==> src/rtl/grom_initiator.sv <==
// rtl/grom_initiator.sv - GROM port bus master turning commands into paced single-cycle gs strobes
module grom_initiator #(
  parameter int READY_TIMEOUT = 1023
) (
  input  logic        clk,
  input  logic        reset,
  input  logic        grclk_en,
  input  logic        cmd_valid,
  output logic        cmd_ready,
  input  logic [1:0]  cmd_op,
  input  logic [15:0] cmd_addr,
  input  logic [7:0]  cmd_data,
  input  logic [7:0]  cmd_count,
  output logic        rsp_valid,
  output logic [15:0] rsp_data,
  output logic        rsp_last,
  output logic        busy,
  output logic        err,
  output logic        m,
  output logic        gs,
  output logic        mo,
  output logic [7:0]  d,
  input  logic [7:0]  q,
  input  logic        gready
);

  localparam int            TW      = $clog2(READY_TIMEOUT + 2);
  localparam logic [TW-1:0] TMO_MAX = TW'(READY_TIMEOUT);

  localparam logic [1:0] OP_SETADDR = 2'b00;
  localparam logic [1:0] OP_RDDATA  = 2'b01;
  localparam logic [1:0] OP_WRDATA  = 2'b10;

  typedef enum logic [2:0] {
    S_IDLE,
    S_STROBE,
    S_GAP,
    S_READY_WAIT,
    S_DONE
  } state_t;

  state_t        state_q;
  logic [1:0]    op_q;
  logic [15:0]   addr_q;
  logic [7:0]    data_q;
  logic [7:0]    rem_q;
  logic [7:0]    hi_q;
  logic [7:0]    d_q;
  logic          phase_q;
  logic [TW-1:0] tmo_q;
  logic          cmd_ready_q;
  logic          busy_q;
  logic          err_q;
  logic          rsp_valid_q;
  logic          rsp_last_q;
  logic [15:0]   rsp_data_q;

  logic       waiting;
  logic       fire;
  logic [7:0] wbyte;

  // The strobe must line up with the grclk_en cycle itself, so gs is decoded
  // from the registered state and the live enable/ready inputs. The first
  // strobe of a command (STROBE) waits exactly like READY_WAIT.
  assign waiting = (state_q == S_STROBE) || (state_q == S_READY_WAIT);
  assign fire    = waiting && gready && grclk_en;

  // Address bytes go out high byte first; op 10 always sends the latched data byte.
  assign wbyte = (op_q == OP_WRDATA) ? data_q : (phase_q ? addr_q[7:0] : addr_q[15:8]);

  // Outside a strobe the bus rests at read/data-port.
  assign gs = fire;
  assign m  = fire ? op_q[0] : 1'b1;
  assign mo = fire ? (op_q[1] == op_q[0]) : 1'b0;
  assign d  = fire ? wbyte : d_q;

  assign cmd_ready = cmd_ready_q;
  assign busy      = busy_q;
  assign err       = err_q;
  assign rsp_valid = rsp_valid_q;
  assign rsp_last  = rsp_last_q;
  assign rsp_data  = rsp_data_q;

  // Command sequencer: accept, strobe, gap, wait for ready, repeat, finish.
  always_ff @(posedge clk or posedge reset) begin
    if (reset) begin
      state_q     <= S_IDLE;
      op_q        <= 2'b00;
      addr_q      <= 16'h0000;
      data_q      <= 8'h00;
      rem_q       <= 8'h00;
      hi_q        <= 8'h00;
      d_q         <= 8'h00;
      phase_q     <= 1'b0;
      tmo_q       <= '0;
      cmd_ready_q <= 1'b1;
      busy_q      <= 1'b0;
      err_q       <= 1'b0;
      rsp_valid_q <= 1'b0;
      rsp_last_q  <= 1'b0;
      rsp_data_q  <= 16'h0000;
    end else begin
      rsp_valid_q <= 1'b0;
      rsp_last_q  <= 1'b0;
      case (state_q)
        S_IDLE: begin
          if (cmd_valid) begin
            op_q        <= cmd_op;
            addr_q      <= cmd_addr;
            data_q      <= cmd_data;
            rem_q       <= cmd_count;
            phase_q     <= 1'b0;
            tmo_q       <= '0;
            err_q       <= 1'b0;
            busy_q      <= 1'b1;
            cmd_ready_q <= 1'b0;
            state_q     <= S_STROBE;
          end
        end
        S_STROBE, S_READY_WAIT: begin
          if (fire) begin
            d_q   <= wbyte;
            tmo_q <= '0;
            if (op_q == OP_RDDATA) begin
              rem_q <= rem_q - 8'd1;
            end
            state_q <= S_GAP;
          end else if (!gready) begin
            // Only a stalled responder counts toward the abort; a slow grclk_en never does.
            if (tmo_q == TMO_MAX) begin
              err_q       <= 1'b1;
              rsp_valid_q <= 1'b1;
              rsp_last_q  <= 1'b1;
              rsp_data_q  <= 16'hFFFF;
              state_q     <= S_DONE;
            end else begin
              tmo_q <= tmo_q + TW'(1);
            end
          end else begin
            tmo_q <= '0;
          end
        end
        S_GAP: begin
          // q was registered by the responder at the strobe edge, so it is valid here.
          phase_q <= ~phase_q;
          state_q <= S_READY_WAIT;
          case (op_q)
            OP_SETADDR: begin
              if (phase_q) begin
                state_q <= S_DONE;
              end
            end
            OP_RDDATA: begin
              rsp_valid_q <= 1'b1;
              rsp_data_q  <= {8'h00, q};
              rsp_last_q  <= (rem_q == 8'd0);
              if (rem_q == 8'd0) begin
                state_q <= S_DONE;
              end
            end
            OP_WRDATA: begin
              state_q <= S_DONE;
            end
            default: begin
              if (phase_q) begin
                rsp_valid_q <= 1'b1;
                rsp_data_q  <= {hi_q, q};
                rsp_last_q  <= 1'b1;
                state_q     <= S_DONE;
              end else begin
                hi_q <= q;
              end
            end
          endcase
        end
        S_DONE: begin
          busy_q      <= 1'b0;
          cmd_ready_q <= 1'b1;
          state_q     <= S_IDLE;
        end
        default: begin
          state_q <= S_IDLE;
        end
      endcase
    end
  end

endmodule

==> config.mk <==
export PLATFORM = sky130hd
export DESIGN_NAME = grom_initiator
export DESIGN_NICKNAME = d
export VERILOG_FILES = /design/src/rtl/grom_initiator.sv
export SDC_FILE = /design/constraint.sdc
export NUM_CORES = 1
export LEC_CHECK = 0
export CAP_MARGIN = 20
export CORE_ASPECT_RATIO = 0.8
export CORE_UTILIZATION = 47
export DETAILED_ROUTE_END_ITERATION = 12
export GPL_TIMING_DRIVEN = 1
export PLACE_DENSITY = 0.83
export SETUP_SLACK_MARGIN = 0.3
export SYNTH_ARGS = -nofsm -noshare
export SYNTH_HDL_FRONTEND = slang
export SYNTH_SLANG_ARGS = --single-unit
==> constraint.sdc <==
create_clock -name clk -period 2.3 [get_ports clk]
set_clock_uncertainty 0.1 [all_clocks]
set_input_delay 0.23 -clock clk [delete_from_list [all_inputs] [get_ports clk]]
set_output_delay 0.23 -clock clk [all_outputs]
set_load 0.02 [all_outputs]
Word level (Yosys, flattened, before mapping)
Cells that the tools add are included.
{"block": "word_totals", "ff_bits": 86, "inputBits": 47, "out_inout_bits": 32, "elab_cells": 105}
{"block": "classes", "n_addsub": 2, "n_eq_ne": 19, "mux": 45, "bitwise": 2, "reduce_logical": 22}
{"cell": "16-bit two-way mux", "count": 4}
{"cell": "16-bit one-hot mux with 2 select lines", "count": 2}
{"cell": "8-bit two-way mux", "count": 6}
{"cell": "11-bit two-way mux", "count": 4}
{"cell": "11-bit one-hot mux with 2 select lines", "count": 1}
{"cell": "3-bit two-way mux", "count": 6}
{"cell": "1-bit one-hot mux with 2 select lines", "count": 8}
{"cell": "8-bit one-hot mux with 2 select lines", "count": 1}
{"cell": "2-bit != test (second input constant)", "count": 7}
{"cell": "11-bit by 1-bit adder with 11-bit output (second input constant)", "count": 1}
{"cell": "11-bit by 10-bit equality test with 1-bit output (second input constant)", "count": 1}
{"cell": "1-bit two-way mux", "count": 11}
{"cell": "3-bit != test (second input constant)", "count": 3}
{"cell": "3-bit one-hot mux with 3 select lines", "count": 1}
{"cell": "3-bit AND reduction", "count": 3}
{"cell": "8-bit zero test", "count": 1}
{"cell": "2-bit nonzero test", "count": 4}
{"cell": "8-bit by 1-bit subtractor with 8-bit output (second input constant)", "count": 1}
{"cell": "3-bit by 2-bit equality test with 1-bit output (second input constant)", "count": 2}
{"cell": "3-bit one-hot mux with 2 select lines", "count": 1}
{"cell": "2-bit AND reduction", "count": 3}
{"cell": "6-bit AND reduction", "count": 1}
{"cell": "5-bit AND reduction", "count": 1}
{"cell": "4-bit != test (second input constant)", "count": 1}
{"cell": "other kinds (13)", "count": 16}

Depth between registers and ports, before layout
Gate-level depths: netlist (run 1).
{"block": "depth", "ltp_word": 6, "mapped_depth": 7, "mapped_depth_nobuf": 6}

Least setup slack after synthesis (run 1)
No wires, ideal clock.
{"block": "synth_path", "path_kind": "flip-flop to output port", "start": "register op_q[0]", "end": "output port d[0]", "t_arrival_ns": 1.847, "required_time_ns": 1.970, "path_slack_ns": 0.123, "path_stages_with_launch": 7, "path_buffers": 2, "path_cell_list": "dfrtp_1 -> inv_1 -> ha_1 -> clkbuf_1 -> clkbuf_1 -> a21oi_1 -> o21ai_0"}
{"block": "synth_between", "elab_chain_len": 3}
{"element": "start, declared", "line_no": "43", "rtl": "logic [1:0] op_q;"}
{"element": "start signal, assigned", "line_no": "108", "rtl": "op_q <= cmd_op;"}
{"element": "2-bit equality test", "line_no": "69", "rtl": "assign wbyte = (op_q == OP_WRDATA) ? data_q : (phase_q ? addr_q[7:0] : addr_q[15:8]);"}
{"element": "8-bit two-way mux", "line_no": "69"}
{"element": "8-bit two-way mux"}
{"element": "end, declared", "line_no": "22", "rtl": "output logic [7:0] d,"}
Every way passes these cells.

Worst setup path after layout (run 1)
{"block": "layout_path", "start": "register op_q[0]", "end": "output port d[6]"}
Same word-level chain as after synthesis.

==> results of run 1 <==
[tightest hold or removal path, stage by stage]
cell and delay (ns):
clkdlybuf4s50_1 0.44, clkinvlp_4 0.10, buf_12 0.34
[cell families after synthesis]
group           Yosys count
mux                      34
simple gates            175
fa+ha+maj                 7
flops                    86
compound gates           97
xor+xnor                  1
buf+inv                  53
[cells in the mapped netlist (2+ instances only)]
cell,count
nand2_1,91
dfrtp_1,85
o21ai_0,49
nor2_1,35
inv_1,28
a21oi_1,22
clkbuf_1,19
mux2i_1,18
mux2_2,14
nand3_1,12
ha_1,7
nor3_1,6
buf_2,4
a31oi_1,3
a32oi_1,3
and3_1,3
nand3b_1,3
nand4_1,3
nor2b_1,3
nor3b_1,3
a211o_1,2
a21o_1,2
a22o_1,2
a22oi_1,2
a311oi_1,2
buf_6,2
mux2_4,2
nand2b_1,2
nor4_1,2
nor4b_1,2
o31ai_1,2
or3_1,2
[area by class of cell]
class	count	share of cell area [%]
Inverter	28	1.85
Multi-Input combinational cell	314	34.7
Clock inverter	6	1.28
Tap cell	112	2.38
Clock buffer	10	2.34
Sequential cell	86	36.7
Timing Repair Buffer	124	20.7
[worst max path at each step]
stage	from	endpoint	slack [ns]	cells after the start
final	op_q[0]	d[6]	0.29	7
after global routing	state_q[0]	rsp_data[13]	0.22	6
after CTS	phase_q	d[2]	0.26	6
after detailed placement	phase_q	rsp_data[11]	0.06	5
after global placement	phase_q	rsp_data[12]	0.14	5
after floorplan	state_q[0]	m	0.15	7
[metal layers]
metal / vias to the layer above / global-route usage, % / wire (µm)
li1: 1757 / - / -
met1: 1828 / 33.3 / 5060
met2: 160 / 36.1 / 5200
met3: 27 / 6.17 / 755
met4: 0 / 5.35 / 277
met5: - / 0 / 0
[sequential cells by signal, indices dropped and copies added, names as in the netlist]
| register | cells |
|---|---|
| hi_q | 8 |
| phase_q | 1 |
| rsp_valid | 1 |
| cmd_ready | 1 |
| addr_q | 16 |
| rsp_data | 16 |
| rsp_last | 1 |
| busy | 1 |
| rem_q | 8 |
| state_q | 3 |
| data_q | 8 |
| op_q | 2 |
| d_q | 8 |
| tmo_q | 11 |
| err | 1 |
[power groups by stage]
stage               combinational (µW)  sequential (µW)  clock [µW]
finish                            4140             2660        1130
global route                      4510             2730        1210
CTS                               3740             2590        1140
detailed placement                3420             2630           0
global placement                  3310             2600           0
floorplan                         2090             2670           0
[per-stage QoR]
| stage | worst slack, ns | instances | hold WS (ns) | power [µW] | utilization (%) |
|---|---|---|---|---|---|
| floorplan | 0.147 | 453 | 0.235 | 4760 | - |
| global placement | 0.138 | 639 | 0.358 | 5910 | 61.0 |
| detailed placement | 0.0643 | 639 | 0.368 | 6050 | 61.0 |
| CTS | 0.255 | 671 | 0.266 | 7470 | 65.8 |
| global route | 0.222 | 680 | 0.268 | 8450 | 68.4 |
| finish | 0.289 | 680 | 0.226 | 7930 | 68.4 |
[repair_timing]
action                     in CTS  in global routing
setup endpoints to repair      34                 41
gates cloned                    1                  4
pin swaps                       3                  5
setup buffers                  15                  5
resized for setup              58                 55
==> run metrics, run 1 <==
CTS Hold Bufs=0; global-route wire length before repair=17.2 mm; CP Data Arrival Time=1.68 ns; FILL cells=637; fmax=497 MHz; Worst Setup End Kind=output pin; DR iter-0 viols=235; register area share after synthesis=51.0%; CTS tree=yes; CTS root buf=clkbuf_8; gr ovfl total=0; Post-Synth Simple-Gate Area=19.2%; r2r setup slk=0.30 ns; worst-skew pair later-pin latency=0.35 ns; Tot GR Track Use=23.5%; die area=9380 µm²; Critical-path top delay cell=dfrtp_1; Post-synth ARST share=100%; DRC=0; post-synthesis compound-gate area fraction=13.7%; unrepaired setup endpoints after global routing=true; RR Startpoint=phase_q; r2r endpoint=rsp_data[11]; Slew Limit Fails=0; initial antenna violation count=0; main combinational cell family by area after synthesis=simple AND/OR/NAND/NOR gates; most common cell after layout, fill and taps aside=nand2_1; number of synthesized flops with an enable pin=0; clock buffer depth=2; flops & latches, synth=86; Post-Place Cell Area=5250 µm²; adder-cell area share of the yosys netlist=2.07%; hpwl dp=6.91 mm; Syn. warnings=0; PortBufs=78; CP bufs+invs=3; Area Overhead vs Synth=39.1%; Final nets=617; Least-Margin Pin Slew=0.678 ns; CORE AREA=8600 µm²; Tcrit/Tclk final=87.4%; XOR/XNOR Fraction of Synth Area=0.207%; via/cell ratio=5.55; critical path startpoint category=flop; drt total wl=11.3 mm; CP Class=flop to output pin; CP max stage delay=0.42 ns; Distinct cells, synth=50; Mapped Area=4230 µm²; clock-pin slew on the worst setup and hold paths=0.09 ns; # setup viols final=0; setup tns final=0 ns; IO Count=79; vias in the first global route=3509; fin crit period=2.01 ns; Register Area=2160 µm²; outcome=completed; top cell type's share of synthesized area=50.3%; Finished Cell Area=5880 µm²; detailed-route via count=3772; Max Cap Viol=0; Worst Hold Class=input port to async pin; die width=108 µm; share of cells above drive strength 1=25.0%; Critical Path, Cell by Cell=inv_2 > ha_4 > buf_8 > nor2_2 > a21oi_2 > o21ai_4 > buf_6; cells after synthesis=453; Initial Util=49.2%; CTS sink count=86; largest net degree at the start of global routing=87; Multi-input gate area=2040 µm²; commonest non-fill, non-tap cells in the layout=nand2_1 (83), dfrtp_1 (80), clkdlybuf4s50_1 (67); antenna viol nets, final=0; post-synthesis mux area share=8.71%; LEAKAGE=0.00274 µW; final weighted congestion in routability-driven placement=0.906; ant diodes=0; iteration count of the initial detailed-routing pass=4; PD cells=1350 nW/µm²; Worst R2R Path Depth=8; switching power=3320 µW; worst vdd ir=0.619 mV; Critical Path RT=1.97 ns; Die H=86.8 µm; Net Sw Frac=41.8%; Combinational Power Share=52.2%; htree depth=3; P_int=4620 µW; delay-heaviest family, CP=flip-flops; Clock power frac=14.3%; Post-Syn Nets=507; Mean Syn Cell Area=9.33 µm²; Hold Vio Cnt, Final=0; DR WL/cell=16.6 µm; most area-consuming cells after synthesis=dfrtp_1 (50%), nand2_1 (8.1%), o21ai_0 (5.8%), mux2i_1 (4.3%), mux2_2 (3.7%); Yosys top cell by area=dfrtp_1; max_slew headroom=54.5%; TritonCTS Buffers=9; Reg power frac=33.5%; Worst Path Max Fanout=8; standard-cell rows=30; top_reg_cell synth=dfrtp_1
(Power assumes the default switching activity.)
==> run 2: changes to the inputs <==
Settings changed: CORE_UTILIZATION 47 to 45, PLACE_DENSITY 0.83 to unset, PLACE_DENSITY_LB_ADDON set to 0.08.
==> run 2 against run 1 <==
Net effect:
- global-route usage down 1.8 points
- clock power up 29%
- core utilization shrank 2.6 points
- total power grew 2.5%
- worst setup slack worse by 0.016 ns
- worst hold slack better by 0.033 ns
- fmax is 0.80% lower
- largest cell class unchanged
- largest power group unchanged
==> run metrics, run 2 (synthesis results as in run 1) <==
outcome=completed (unchanged); most common cell after layout, fill and taps aside=nand2_1 (unchanged); LEAKAGE=0.00278 µW (was 0.00274 µW); DR WL/cell=14.9 µm (was 16.6 µm); Max Cap Viol=0 (unchanged); Pwr Total=8130 µW (was 7930 µW); clock buffer depth=2 (unchanged); gr ovfl total=0 (unchanged); Clock power frac=17.9% (was 14.3%); CP max stage delay=0.44 ns (was 0.42 ns); r2r endpoint=rem_q[0] (was rsp_data[11]); CORE AREA=9080 µm² (was 8600 µm²); worst-skew pair later-pin latency=0.33 ns (was 0.35 ns); Worst Setup End Kind=output pin (unchanged); hpwl dp=6.40 mm (was 6.91 mm); share of cells above drive strength 1=23.8% (was 25.0%); initial antenna violation count=0 (unchanged); Reg power frac=32.4% (was 33.5%); Critical Path, Cell by Cell=ha_4 > buf_12 > buf_4 > nor2_2 > a21oi_2 > o21ai_2 > buf_6 (was inv_2 > ha_4 > buf_8 > nor2_2 > a21oi_2 > o21ai_4 > buf_6); ant diodes=0 (unchanged); CP Class=flop to output pin (unchanged); Critical-path top delay cell=dfrtp_1 (unchanged); CTS root buf=clkbuf_16 (was clkbuf_8); Worst Path Max Fanout=15 (was 8); CTS tree=yes (unchanged); largest net degree at the start of global routing=87 (unchanged); worst setup margin=0.273 ns (was 0.289 ns); IO Count=79 (unchanged); PD cells=1360 nW/µm² (was 1350 nW/µm²); Critical Path RT=1.97 ns (about the same); global-route wire length before repair=16.2 mm (was 17.2 mm); final hold slack=0.259 ns (was 0.226 ns); Hold Vio Cnt, Final=0 (unchanged); Finished Cell Area=5970 µm² (was 5880 µm²); Initial Util=46.6% (was 49.2%); iteration count of the initial detailed-routing pass=4 (unchanged); switching power=3160 µW (was 3320 µW); Least-Margin Pin Slew=0.625 ns (was 0.678 ns); DR iter-0 viols=177 (was 235); fmax=493 MHz (was 497 MHz); Die H=88.7 µm (was 86.8 µm); max_slew headroom=58.0% (was 54.5%); via/cell ratio=5.34 (was 5.55); Register Area=2160 µm² (about the same); DRC=0 (unchanged); setup tns final=0 ns (unchanged); RR Startpoint=op_q[1] (was phase_q); final weighted congestion in routability-driven placement=0.809 (was 0.906); Worst R2R Path Depth=8 (unchanged); CP Data Arrival Time=1.70 ns (was 1.68 ns); Net Sw Frac=38.8% (was 41.8%); CTS sink count=86 (unchanged); PortBufs=78 (unchanged); vias in the first global route=3371 (was 3509); standard-cell rows=31 (was 30); pre-CTS setup slack=0.00856 ns (was 0.0643 ns); die width=110 µm (was 108 µm); critical path startpoint category=flop (unchanged); die area=9780 µm² (was 9380 µm²); Tcrit/Tclk final=88.1% (was 87.4%); drt total wl=10.2 mm (was 11.3 mm); # setup viols final=0 (unchanged); fin crit period=2.03 ns (was 2.01 ns); Area Overhead vs Synth=41.4% (was 39.1%); clock-pin slew on the worst setup and hold paths=0.06 ns (was 0.09 ns); P_int=4970 µW (was 4620 µW); antenna viol nets, final=0 (unchanged); Tot GR Track Use=21.7% (was 23.5%); worst vdd ir=0.658 mV (was 0.619 mV); detailed-route via count=3640 (was 3772); htree depth=3 (unchanged); r2r setup slk=0.31 ns (was 0.30 ns); Worst Hold Class=input port to async pin (unchanged); commonest non-fill, non-tap cells in the layout=nand2_1 (86), dfrtp_1 (81), clkdlybuf4s50_1 (67) (was nand2_1 (83), dfrtp_1 (80), clkdlybuf4s50_1 (67)); Multi-input gate area=2040 µm² (about the same); FILL cells=720 (was 637); Slew Limit Fails=0 (unchanged); CTS Hold Bufs=0 (unchanged); unrepaired setup endpoints after global routing=true (unchanged); Post-Place Cell Area=5260 µm² (was 5250 µm²); TritonCTS Buffers=9 (unchanged); Combinational Power Share=49.7% (was 52.2%); Final nets=616 (was 617)
==> run 2: timing repair <==
action | 4_1_cts | 5_1_grt
pin swaps | 1 | 4
setup endpoints to repair | 33 | 50
setup buffers | 15 | 7
gates cloned | 2 | 0
gates resized for setup | 57 | 52
==> run 2: through the flow <==
stage,utilization [%],instances
final,65.8,682
after global routing,65.8,682
after CTS,63.8,675
after detailed placement,58.0,642
after global placement,58.0,642
after floorplan,-,453
==> run 2: worst max-delay path, delay by kind of cell, from the launching register on <==
kind	cells	cell delay [ns]
adder cells (fa/ha/maj)	1	0.20
buffers and inverters	3	0.42
AO/OA/AOI/OAI	2	0.20
flip-flops	1	0.44
AND/OR/NAND/NOR	1	0.11
==> run 2: power by group through the flow <==
stage	Combinational, µW	Sequential (µW)	Clock, µW
after global placement	3380	2590	0
final	4040	2630	1460
after global routing	4480	2710	1560
after floorplan	2090	2670	0
after detailed placement	3440	2610	0
after CTS	3730	2590	1490
==> run 2: area by class of cell <==
| class | instances | share of cell area, % |
|---|---|---|
| Tap cell | 115 | 2.41 |
| Clock buffer | 11 | 4.06 |
| Clock inverter | 5 | 0.984 |
| Sequential cell | 86 | 36.1 |
| Multi-Input combinational cell | 314 | 34.2 |
| Timing Repair Buffer | 123 | 20.4 |
| Inverter | 28 | 1.82 |
==> run 2: metal layers <==
layer / up-vias / track usage (%) / share of wire, %
met1: 1774 / 29.7 / 46
met5: - / 0 / 0
li1: 1756 / - / -
met4: 0 / 6.82 / 1.1
met3: 9 / 4.86 / 4.4
met2: 101 / 34.3 / 48
==> run 2: worst max-delay path by stage <==
stage	from	to	slack, ns	cells after the start
final	op_q[1]	d[0]	0.27	7
after global routing	op_q[1]	d[0]	0.22	7
after CTS	op_q[1]	d[2]	0.18	6
after detailed placement	phase_q	rsp_data[10]	0.009	5
after global placement	phase_q	rsp_data[12]	0.07	5
after floorplan	state_q[0]	m	0.15	7
==> run 3: changes to the inputs <==
Settings changed: HOLD_SLACK_MARGIN set to 0.12.
==> results of run 3 <==
Same layout as run 2: the final DEF is identical, and so are final timing and power.
